**src/rtl/adder_entry_ctrl.sv**
```systemverilog
`default_nettype none
// ============================================================================
// Module   : adder_entry_ctrl
// Purpose  : Key-driven sequencing controller for the two-operand 8-bit adder
//            display path. Walks the user through ENTER_A -> ENTER_B ->
//            SHOW_SUM, and produces the 9-bit value for bin_to_bcd plus a
//            blink/blank flag for seg_driver.
// Revision : 1.0 - initial release
// ----------------------------------------------------------------------------
// Ports
//   sys_clk     in   1  system clock
//   sys_rst_n   in   1  asynchronous, active-low reset
//   key_inc     in   1  debounced pulse: increment active operand
//   key_dec     in   1  debounced pulse: decrement active operand
//   key_next    in   1  debounced pulse: advance to next phase
//   op_a        out  8  operand A register
//   op_b        out  8  operand B register
//   sum         out  9  latched A+B, bit 8 = carry
//   sum_valid   out  1  one-cycle pulse when sum is latched
//   disp_bin    out  9  value to display
//   disp_blank  out  1  1 = blank all digits (blink off-phase)
//   mode        out  2  00 ENTER_A, 01 ENTER_B, 10 SHOW_SUM
// ============================================================================
module adder_entry_ctrl #(
    parameter int BLINK_CNT = 25_000_000
) (
    input  logic       sys_clk,
    input  logic       sys_rst_n,
    input  logic       key_inc,
    input  logic       key_dec,
    input  logic       key_next,
    output logic [7:0] op_a,
    output logic [7:0] op_b,
    output logic [8:0] sum,
    output logic       sum_valid,
    output logic [8:0] disp_bin,
    output logic       disp_blank,
    output logic [1:0] mode
);

    localparam int               CNT_W   = $clog2(BLINK_CNT);
    localparam logic [CNT_W-1:0] CNT_MAX = CNT_W'(BLINK_CNT - 1);
    localparam logic [CNT_W-1:0] CNT_ONE = CNT_W'(1);

    typedef enum logic [1:0] {
        ST_ENTER_A  = 2'b00,
        ST_ENTER_B  = 2'b01,
        ST_SHOW_SUM = 2'b10,
        ST_UNUSED   = 2'b11
    } state_t;

    state_t           state_q,      state_d;
    logic [7:0]       op_a_q,       op_a_d;
    logic [7:0]       op_b_q,       op_b_d;
    logic [8:0]       sum_q,        sum_d;
    logic             sum_valid_q,  sum_valid_d;
    logic [8:0]       disp_bin_q,   disp_bin_d;
    logic [CNT_W-1:0] blink_cnt_q,  blink_cnt_d;
    logic             blink_ph_q,   blink_ph_d;

    // key_next wins; inc and dec together cancel each other.
    logic w_do_inc;
    logic w_do_dec;
    logic w_any_key;

    assign w_do_inc  = key_inc & ~key_dec & ~key_next;
    assign w_do_dec  = key_dec & ~key_inc & ~key_next;
    assign w_any_key = key_inc | key_dec | key_next;

    always_comb begin
        state_d     = state_q;
        op_a_d      = op_a_q;
        op_b_d      = op_b_q;
        sum_d       = sum_q;
        sum_valid_d = 1'b0;
        disp_bin_d  = 9'd0;
        blink_cnt_d = '0;
        blink_ph_d  = 1'b0;

        case (state_q)
            ST_ENTER_A: begin
                if (key_next)      state_d = ST_ENTER_B;
                else if (w_do_inc) op_a_d  = op_a_q + 8'd1;
                else if (w_do_dec) op_a_d  = op_a_q - 8'd1;
            end
            ST_ENTER_B: begin
                if (key_next) begin
                    state_d     = ST_SHOW_SUM;
                    sum_d       = {1'b0, op_a_q} + {1'b0, op_b_q};
                    sum_valid_d = 1'b1;
                end else if (w_do_inc) begin
                    op_b_d = op_b_q + 8'd1;
                end else if (w_do_dec) begin
                    op_b_d = op_b_q - 8'd1;
                end
            end
            ST_SHOW_SUM: begin
                if (key_next) state_d = ST_ENTER_A;
            end
            default: state_d = ST_ENTER_A;
        endcase

        // Display follows the current (registered) state, so it trails the
        // operand/state registers by one clock.
        case (state_q)
            ST_ENTER_A:  disp_bin_d = {1'b0, op_a_q};
            ST_ENTER_B:  disp_bin_d = {1'b0, op_b_q};
            ST_SHOW_SUM: disp_bin_d = sum_q;
            default:     disp_bin_d = 9'd0;
        endcase

        // Blink only while editing; any key restarts it in the visible phase.
        // Outside the edit phases both stay at their cleared defaults.
        if (((state_q == ST_ENTER_A) || (state_q == ST_ENTER_B)) && !w_any_key) begin
            if (blink_cnt_q == CNT_MAX) begin
                blink_cnt_d = '0;
                blink_ph_d  = ~blink_ph_q;
            end else begin
                blink_cnt_d = blink_cnt_q + CNT_ONE;
                blink_ph_d  = blink_ph_q;
            end
        end
    end

    always_ff @(posedge sys_clk or negedge sys_rst_n) begin
        if (!sys_rst_n) begin
            state_q     <= ST_ENTER_A;
            op_a_q      <= 8'd0;
            op_b_q      <= 8'd0;
            sum_q       <= 9'd0;
            sum_valid_q <= 1'b0;
            disp_bin_q  <= 9'd0;
            blink_cnt_q <= '0;
            blink_ph_q  <= 1'b0;
        end else begin
            state_q     <= state_d;
            op_a_q      <= op_a_d;
            op_b_q      <= op_b_d;
            sum_q       <= sum_d;
            sum_valid_q <= sum_valid_d;
            disp_bin_q  <= disp_bin_d;
            blink_cnt_q <= blink_cnt_d;
            blink_ph_q  <= blink_ph_d;
        end
    end

    assign op_a       = op_a_q;
    assign op_b       = op_b_q;
    assign sum        = sum_q;
    assign sum_valid  = sum_valid_q;
    assign disp_bin   = disp_bin_q;
    assign disp_blank = blink_ph_q;
    assign mode       = state_q;

endmodule
`default_nettype wire

```
**config.mk**
```make
export PLATFORM = sky130hd
export DESIGN_NAME = adder_entry_ctrl
export DESIGN_NICKNAME = d
export VERILOG_FILES = /design/src/rtl/adder_entry_ctrl.sv
export SDC_FILE = /design/constraint.sdc
export NUM_CORES = 1
export LEC_CHECK = 0
export CORE_MARGIN = 2
export CORE_UTILIZATION = 55
export DETAILED_ROUTE_END_ITERATION = 10
export PLACE_DENSITY = 0.77
export SETUP_SLACK_MARGIN = 0.2
export SLEW_MARGIN = 10
export SYNTH_ARGS = -nofsm -noshare
export SYNTH_HDL_FRONTEND = slang
export SYNTH_SLANG_ARGS = --single-unit
```
**constraint.sdc**
```tcl
create_clock -name sys_clk -period 2.6 [get_ports sys_clk]
set_clock_uncertainty 0.1 [all_clocks]
set_input_delay 0.52 -clock sys_clk [delete_from_list [all_inputs] [get_ports sys_clk]]
set_output_delay 0.52 -clock sys_clk [all_outputs]
set_load 0.03 [all_outputs]
```
==> out/metrics.yaml, run 1 <==
global_route:
  antenna_found_initial: 0
  grt-ovfl-total: 0
  grt_max_degree: 30
  first_global_vias: 3148
  grt_usage: 0.261
  grt_pass1_wl_um: 14800
place:
  place_ws_ps: -283
  dp_hpwl_um: 6400
  place.gp.congestion: 0.865
  placedCellCount: 531
  port_buffers: 42
outcome:
  status: "complete, no violations"
clocking:
  clkTransAtPathRegs_ps: 70
  cts-root-buf: "clkbuf_8"
  clock-sinks: 63
  clockBufferDepth: 2
  htree_levels: 3
  cts_buffers: 9
  insertion_delay_ps: 340
  cts_tree: "done"
worst_hold_path:
  hold_path_class: "reg2reg"
finish:
  final_cells: 553
  layout-drive-gt1-share: 0.191
  final_common_cell: "dfrtp_1"
  area_growth_pct: 32.5
  fin_nets: 500
  final_cell_mix: "dfrtp_1, buf_4, nor2_1"
  n_antenna_cell: 0
yosys:
  async_reset_ff_frac: 1.00
  synth_edf_count: 0
  synth_area_per_cell_um2: 9.56
  synth_area_leaders: "dfrtp_1, ha_1, xnor2_1, nor2_1, xor2_1"
  ys_warn_count: 0
  synth_nets: 410
  synth_cells: 381
  synth_top_area_frac: 0.433
  synth_top_area_cell: "dfrtp_1"
  syn_area_um2: 3640
  seq_area_frac_synth: 0.433
  ys.flop_type: "dfrtp_1"
  ys_ff_latch: 63
  ys_types: 49
sta:
  hold_ws_ps: 390
  finalWorstSetupSlack_ps: 233
  worstMarginPinSlew_ps: 681
  post-route-min-period_ps: 2370
  slew_viol_final: 0
  rsz0062_at_grt: "yes"
  fin_crit_sh: 0.910
  setup_viol: 0
  finalHoldViolCount: 0
  maxSlewHeadroom: 0.542
  clock.fmax_mhz: 423
routing:
  drc: 0
  postRouteAntennaNets: 0
  met1_length_um: 3800
  vias: 3121
  avgRoutedWirePerCell_um: 15.7
  met2_length_um: 4320
  wl_met3_um: 276
  vias_per_cell: 5.64
  top_layer_used: "met4"
  firstDrtPassIters: 5
  routed_wl_um: 8660
  drt_iter0_drc: 105
worst_setup_path:
  crit_type: "in2reg"
  cp.required_ps: 2740
  start_kind: "input pin"
  crit_chain: "clkdlybuf4s15_1 > nor3b_4 > bufinv_8 > ha_4 > a21oi_4 > o22ai_1 > o41a_1 > xnor2_1 > o32ai_2"
  cp_data_arrival_time_ps: 2510
  path_delay_family: "compound AO/OA/AOI/OAI gates"
  cp_slowest_cell: "o41a_1"
  critical_path.endpoint_type: "flip-flop"
  worstPathBufferInverterCount: 2
  path_max_fanout: 7
  slowest_delay_ps: 380
floorplan:
  pin_count: 43
  die-area_um2: 7290
  fp.coreArea_um2: 6390
  row_count: 29
  die_w_um: 85.4
  start_util: 0.570
  fp.dieH_um: 85.4
pwr:
  worst_ir_drop_vdd_uv: 809
  p_leak_nw: 2.07
  p_per_area_nw_per_um2: 1240
run:
  max_cap_violations: 0
final timing paths:
check | from | endpoint | slack [ps] | cells past startpoint
worst max-delay path | key_dec | op_b[7] | 230 | 9
worst min register to register | blink_cnt_q[0] | blink_cnt_q[0] | 390 | 1
max in group asynchronous | sys_rst_n | op_b[0] | 1140 | 3
worst min-delay path | blink_cnt_q[0] | blink_cnt_q[0] | 390 | 1
min in group asynchronous | sys_rst_n | disp_bin[8] | 530 | 2
worst max register to register | op_a[0] | sum[8] | 380 | 7
cell families (layout without fill, tap and decap cells):
group,Yosys count,count (layout),share of synthesized area
flops,63,63,0.433
buf+inv,25,120,0.0285
xor+xnor,39,39,0.0938
compound gates,64,64,0.106
simple gates,152,152,0.210
fa+ha+maj,24,24,0.0886
mux,14,14,0.0402
power breakdown:
part | total (mW) | internal (mW) | leakage, nW | switching, mW
clock | 0.831 | 0.439 | 0.0960 | 0.392
sequential | 1.57 | 1.25 | 0.822 | 0.319
combinational | 3.56 | 1.71 | 1.15 | 1.85
sequential cells by signal, indices dropped and copies added, names as in the netlist:
signal       flops
disp_blank       1
blink_cnt_q     25
mode             2
sum_valid        1
disp_bin         9
op_a             8
sum              9
op_b             8
metal layers:
metal | track usage | vias up
met5 | 0 | -
met4 | 0.115 | 0
met3 | 0.0467 | 26
met2 | 0.424 | 71
met1 | 0.342 | 1503
li1 | - | 1521
cell type report:
class	count	area, µm²
repair buffers	92	805
clock inverters	6	61.3
flip-flops and latches	63	1580
inverters	11	55.1
repair inverters	1	6.26
fillers	451	1560
multi-input cells	293	2100
well taps	77	96.3
clock buffers	10	128
cell usage after synthesis, types with 2 or more instances:
library cell  instances
a21oi_1              14
dfrtp_1              63
or3_1                 2
mux2i_1               9
nand2_1              38
o21a_1                2
nand4_1               8
nor2b_1               3
xor2_1               17
nand2b_1              3
nor4b_1               2
o31ai_1               3
a211oi_1              4
inv_1                11
o21ai_0              27
nor4_1                3
nor2_1               41
nand3_1              15
a21o_1                6
clkbuf_1              7
mux2_2                5
and3_1                4
ha_1                 21
nor3b_1               9
fa_1                  3
nor3_1               13
buf_2                 5
xnor2_1              22
through the flow:
stage	TNS [ps]	util	total power [mW]	instance area, µm²
2_1_floorplan	0	-	3.72	3790
3_3_place_gp	-894	0.715	4.96	4570
3_5_place_dp	-1350	0.715	5.05	4570
4_1_cts	0	0.755	5.96	4820
5_1_grt	0	0.756	6.38	4830
6_report	0	0.756	5.97	4830
repair_timing:
action / CTS / global route
buffers inserted: 4 / 0
gates resized for setup: 7 / 3
hold buffers: 1 / 0
cloned: 1 / 0
endpoints found under the hold margin: 12 / 0
pin swaps: 7 / 0
endpoints found under the setup margin: 6 / 3
Power figures use the tool's default switching activity.
==> inputs of run 2 (changes only) <==
Settings changed: CELL_PAD_IN_SITES_DETAIL_PLACEMENT set to 0, CELL_PAD_IN_SITES_GLOBAL_PLACEMENT set to 2, CORE_UTILIZATION 55 to 35, TNS_END_PERCENT set to 5.
==> run 2 against run 1 <==
Net effect: maximum frequency up 1.3%; clock power down 10%; worst setup slack better by 30 ps; non-clock buffer count down 1; power down 1.8%; clock-buffer cell count up 1; utilization down 28 points; critical endpoint is now op_b[6]; sequential power about the same; design area up 0.36%; register-to-register slack worse by 40 ps; largest power group unchanged; first-iteration DRC count up 37%; cell count up 10%.
==> out/metrics.yaml, run 2 (synthesized netlist as in run 1, its figures left out) <==
place:
  place.gp.congestion: 0.804  # -7.0%
  place_ws_ps: -258  # +24.5 ps
  port_buffers: 42  # unchanged
  dp_hpwl_um: 6900  # +7.9%
finish:
  post-route-util: 0.474  # -0.282
  fin_nets: 499  # -0.20%
  area_growth_pct: 33.0
  final_cell_mix: "dfrtp_1, buf_4, nor2_1"
  largest_reg_flops: 25  # unchanged
  top_register: "blink_cnt_q"
  n_antenna_cell: 0  # unchanged
  final_common_cell: "dfrtp_1"
  layout-drive-gt1-share: 0.192  # +0.000807
routing:
  avgRoutedWirePerCell_um: 15.3  # -2.6%
  postRouteAntennaNets: 0  # unchanged
  routed_wl_um: 9310  # +7.5%
  firstDrtPassIters: 4  # -1
  drt_iter0_drc: 144  # +37%
  drc: 0  # unchanged
  vias_per_cell: 5.03  # -11%
  vias: 3071  # -1.6%
pwr:
  p_per_area_nw_per_um2: 1210  # -2.1%
  p_leak_nw: 2.04  # -1.2%
  worst_ir_drop_vdd_uv: 563  # -30%
clocking:
  cts_tree: "done"
  ctsHoldBuffers: 0  # -1
  htree_levels: 3  # unchanged
  clkTransAtPathRegs_ps: 70  # about the same
  clock-sinks: 63  # unchanged
  clockBufferDepth: 2  # unchanged
  insertion_delay_ps: 340  # about the same
  cts_buffers: 9  # unchanged
  cts-root-buf: "clkbuf_8"
sta:
  clock.fmax_mhz: 428  # +1.3%
  fin_crit_sh: 0.899  # -0.0116
  post-route-min-period_ps: 2340  # -30.1 ps
  rsz0062_at_grt: "yes"
  finalHoldViolCount: 0  # unchanged
  setup_viol: 0  # unchanged
  slew_viol_final: 0  # unchanged
  maxSlewHeadroom: 0.483  # -0.0590
  final.setup.tns_ps: 0  # unchanged
  hold_ws_ps: 91.5  # -299 ps
  finalWorstSetupSlack_ps: 263  # +30.1 ps
  worstMarginPinSlew_ps: 769  # +87.7 ps
worst_setup_path:
  critPathLaunch: "key_dec"
  start_kind: "input pin"
  cp.required_ps: 2780  # +40 ps
  r2r-start: "op_a[0]"
  critical_path.endpoint_type: "flip-flop"
  r2r_slack_ps: 340  # -40 ps
  path_max_fanout: 5  # -2
  crit_type: "in2reg"
  cp_data_arrival_time_ps: 2520  # about the same
floorplan:
  die-area_um2: 11200  # +54%
  die_w_um: 106  # +24%
  fp.coreArea_um2: 10200  # +60%
  start_util: 0.356  # -0.214
  fp.dieH_um: 106  # +24%
  pin_count: 43  # unchanged
  row_count: 37  # +28%
global_route:
  grt_max_degree: 39  # +30%
  antenna_found_initial: 0  # unchanged
  grt_pass1_wl_um: 15700  # +5.8%
  first_global_vias: 3175  # +0.86%
  grt_usage: 0.178  # -0.0828
  grt-ovfl-total: 0  # unchanged
outcome:
  status: "complete, no violations"
run:
  max_cap_violations: 0  # unchanged
worst_hold_path:
  hold_path_class: "in2async"
-- run 2: worst paths after layout --
kind | to | cells past startpoint
max reg2reg | sum[8] | 7
min | blink_cnt_q[13] | 1
max in group asynchronous | sum[2] | 2
max | op_b[6] | 9
min in group sys_clk | blink_cnt_q[0] | 1
min reg2reg | blink_cnt_q[0] | 1
-- run 2: timing repair --
item | in CTS | in global routing
endpoints found under the setup margin | 6 | 5
cloned | 1 | 0
pin swaps | 5 | 6
buffers inserted | 1 | 0
hold endpoints to repair | 0 | 0
resized for setup | 9 | 6
-- run 2: final cells by class --
| cell class | count | area [µm²] |
|---|---|---|
| Timing Repair Buffer | 91 | 800 |
| Sequential cell | 63 | 1580 |
| Tap cell | 136 | 170 |
| Clock inverter | 4 | 22.5 |
| Clock buffer | 11 | 141 |
| Fill cell | 1010 | 5390 |
| Timing Repair inverter | 1 | 7.51 |
| Inverter | 11 | 43.8 |
| Multi-Input combinational cell | 293 | 2080 |
-- run 2: per-stage QoR --
stage / cell area (µm²) / power [mW] / cells
6_report: 4840 / 5.86 / 610
5_1_grt: 4840 / 6.34 / 610
4_1_cts: 4850 / 5.91 / 610
3_5_place_dp: 4660 / 5.11 / 593
3_3_place_gp: 4660 / 5.09 / 593
2_1_floorplan: 3760 / 3.68 / 381
-- run 2: per-layer routing --
| metal | up-vias | part of all wire | track usage |
|---|---|---|---|
| met1 | 1501 | 0.45 | 0.215 |
| met3 | 8 | 0.029 | 0.0435 |
| li1 | 1515 | - | - |
| met4 | 0 | 0.011 | 0.0404 |
| met5 | - | 0 | 0 |
| met2 | 47 | 0.51 | 0.319 |
-- run 2: worst max-delay path, stage by stage --
cell and delay, ps:
clkdlybuf4s15_2 200, nor3b_4 280, clkinvlp_4 280, ha_4 340, a21o_1 110, a21o_1 140, a21oi_2 60, or4b_1 500
nand3_1 80
-- run 2: report_power, final --
group          total (mW)  switching [mW]  internal [mW]
logic                3.54            1.84           1.70
registers            1.58           0.331           1.25
clock network       0.745           0.383          0.362
total                5.86            2.55           3.31
==> inputs of run 3 (changes only) <==
Settings changed: CELL_PAD_IN_SITES_GLOBAL_PLACEMENT 2 to 1, CORE_UTILIZATION 35 to 43.
==> run 3 against run 2 <==
Net effect: highest routed layer unchanged; sequential share of layout area about the same; maximum frequency up 2.8%; critical path depth is 2 lower; first-iteration DRC count decreased by 51%; largest power group unchanged; largest cell class unchanged; power is 1.2% higher; clock power down 1%; flip-flop and latch count is the same; design area is essentially flat; critical path type is now reg2reg; routed wire length down 1.5%.
==> out/metrics.yaml, run 3 (synthesized netlist as in run 1, its figures left out) <==
outcome:
  status: "complete, no violations"
clocking:
  clockBufferDepth: 2  # unchanged
  clkTransAtPathRegs_ps: 70  # about the same
  insertion_delay_ps: 340  # about the same
  clock-sinks: 63  # unchanged
  cts_tree: "done"
  cts_buffers: 9  # unchanged
  htree_levels: 3  # unchanged
  cts-root-buf: "clkbuf_8"
sta:
  finalHoldViolCount: 0  # unchanged
  worstMarginPinSlew_ps: 648  # -121 ps
  post-route-min-period_ps: 2270  # -62.7 ps
  clock.fmax_mhz: 440  # +2.8%
  final.setup.tns_ps: 0  # unchanged
  rsz0062_at_grt: "no"
  slew_viol_final: 0  # unchanged
  fin_crit_sh: 0.875  # -0.0241
  setup_viol: 0  # unchanged
  maxSlewHeadroom: 0.564  # +0.0814
routing:
  routed_wl_um: 9170  # -1.5%
  firstDrtPassIters: 5  # +1
  postRouteAntennaNets: 0  # unchanged
  avgRoutedWirePerCell_um: 15.8  # +3.4%
  drt_iter0_drc: 71  # -51%
  vias_per_cell: 5.28  # +5.0%
  vias: 3070  # -0.033%
  drc: 0  # unchanged
worst_hold_path:
  hold_path_class: "in2async"
worst_setup_path:
  slowest_delay_ps: 410  # -90 ps
  cp_slowest_cell: "dfrtp_1"
  crit_type: "reg2reg"
  start_kind: "flip-flop"
  critical_path.endpoint_type: "flip-flop"
  crit_chain: "ha_1 > fa_1 > a21o_1 > a21oi_2 > o21ai_0 > a2111oi_2 > nor2_1"
  cp.required_ps: 2730  # -50 ps
  r2r_cells: 7  # unchanged
  cp_data_arrival_time_ps: 2400  # -120 ps
  path_max_fanout: 2  # -3
floorplan:
  pin_count: 43  # unchanged
  fp.coreArea_um2: 8220  # -20%
  fp.dieH_um: 96.0  # -9.4%
  die_w_um: 96.0  # -9.4%
  start_util: 0.443  # +0.0873
  die-area_um2: 9220  # -18%
  row_count: 33  # -11%
finish:
  fin_nets: 500  # +0.20%
  finish.instance_area_um2: 4840  # about the same
  area_growth_pct: 33.0  # about the same
  n_antenna_cell: 0  # unchanged
  top_register: "blink_cnt_q"
  layout-drive-gt1-share: 0.193  # +0.00129
  final_common_cell: "dfrtp_1"
  largest_reg_flops: 25  # unchanged
  final_cell_mix: "dfrtp_1, buf_4, nor2_1"
place:
  port_buffers: 42  # unchanged
  place.gp.congestion: 0.877  # +9.1%
  dp_hpwl_um: 6610  # -4.2%
  dpl_cell_area_um2: 4610  # -1.1%
global_route:
  first_global_vias: 3099  # -2.4%
  grt_max_degree: 64  # +64%
  grt-ovfl-total: 0  # unchanged
  grt_pass1_wl_um: 15100  # -4.0%
  grt_usage: 0.220  # +0.0416
  antenna_found_initial: 0  # unchanged
pwr:
  p_sw_frac: 0.441  # +0.00580
  p_seq_frac: 0.260  # -0.010
  intPower_mw: 3.32  # +0.12%
  p_per_area_nw_per_um2: 1220  # +1.2%
  p_leak_nw: 2.06  # +0.91%
  design_power_total_mw: 5.93  # +1.2%
  pwr-share-clk: 0.124  # -0.003
  p_sw_mw: 2.61  # +2.5%
  combPwrFrac: 0.616  # +0.013
  worst_ir_drop_vdd_uv: 669  # +19%
run:
  max_cap_violations: 0  # unchanged
==> run 3: changes by cell type in the layout (fill, tap and decap cells not counted), sizes merged <==
cell,before,now
bufinv,0,1
clkbuf,12,10
clkdlybuf4s15,1,0
clkinv,3,6
clkinvlp,2,0
dlygate4sd2,0,3
==> run 3: final timing paths <==
kind	start	to	slack (ps)
setup / recovery	op_b[0]	sum[8]	330
hold / removal	sys_rst_n	blink_cnt_q[14]	70
setup reg to reg	op_b[0]	sum[8]	330
hold reg to reg	blink_cnt_q[0]	blink_cnt_q[0]	380
max in group asynchronous	sys_rst_n	op_b[3]	2040
min in group sys_clk	blink_cnt_q[0]	blink_cnt_q[0]	380
==> run 3: final cells by class <==
| type | instances | area [µm²] |
|---|---|---|
| clock buffer | 10 | 128 |
| clock inverter | 6 | 37.5 |
| fill | 714 | 3370 |
| inverter | 11 | 55.1 |
| multi-input combinational | 293 | 2110 |
| sequential | 63 | 1580 |
| tap | 105 | 131 |
| timing repair buffer | 92 | 800 |
| timing repair inverter | 1 | 6.26 |
==> run 3: repair_timing <==
| item | 4_1_cts | 5_1_grt |
|---|---|---|
| pin swaps | 5 | 1 |
| endpoints found under the setup margin | 5 | 1 |
| hold buffers | 0 | 0 |
| cloned | 1 | 0 |
| gates resized for setup | 10 | 3 |
| setup buffers | 2 | 0 |
==> run 3: worst max-delay path: cells and delay by family (launching register included) <==
kind                     cells  cell delay [ps]
AO/OA/AOI/OAI                4              930
adder cells (fa/ha/maj)      2              630
flip-flops                   1              410
AND/OR/NAND/NOR              1               80
==> run 3: routing by layer <==
layer  routed length [µm]  GRT usage
met3                  411     0.0517
met5                    0          0
met2                 4540      0.373
met4                  212     0.0833
met1                 4010      0.269
==> run 3: power by group through the flow <==
stage | clock [mW] | combinational (mW) | sequential (mW)
final | 0.736 | 3.65 | 1.54
after global routing | 0.811 | 4.01 | 1.58
after CTS | 0.764 | 3.63 | 1.55
after detailed placement | 0 | 3.52 | 1.56
after global placement | 0 | 3.46 | 1.57
after floorplan | 0 | 1.64 | 2.05
==> run 3: through the flow <==
stage / setup WS [ps] / utilization / std cells / hold slack, ps
6_report: 326 / 0.589 / 581 / 72.7
5_1_grt: 198 / 0.589 / 581 / 86.8
4_1_cts: 318 / 0.588 / 581 / 83.8
3_5_place_dp: -303 / 0.561 / 562 / 383
3_3_place_gp: -212 / 0.561 / 562 / 372
2_1_floorplan: 123 / - / 381 / 124
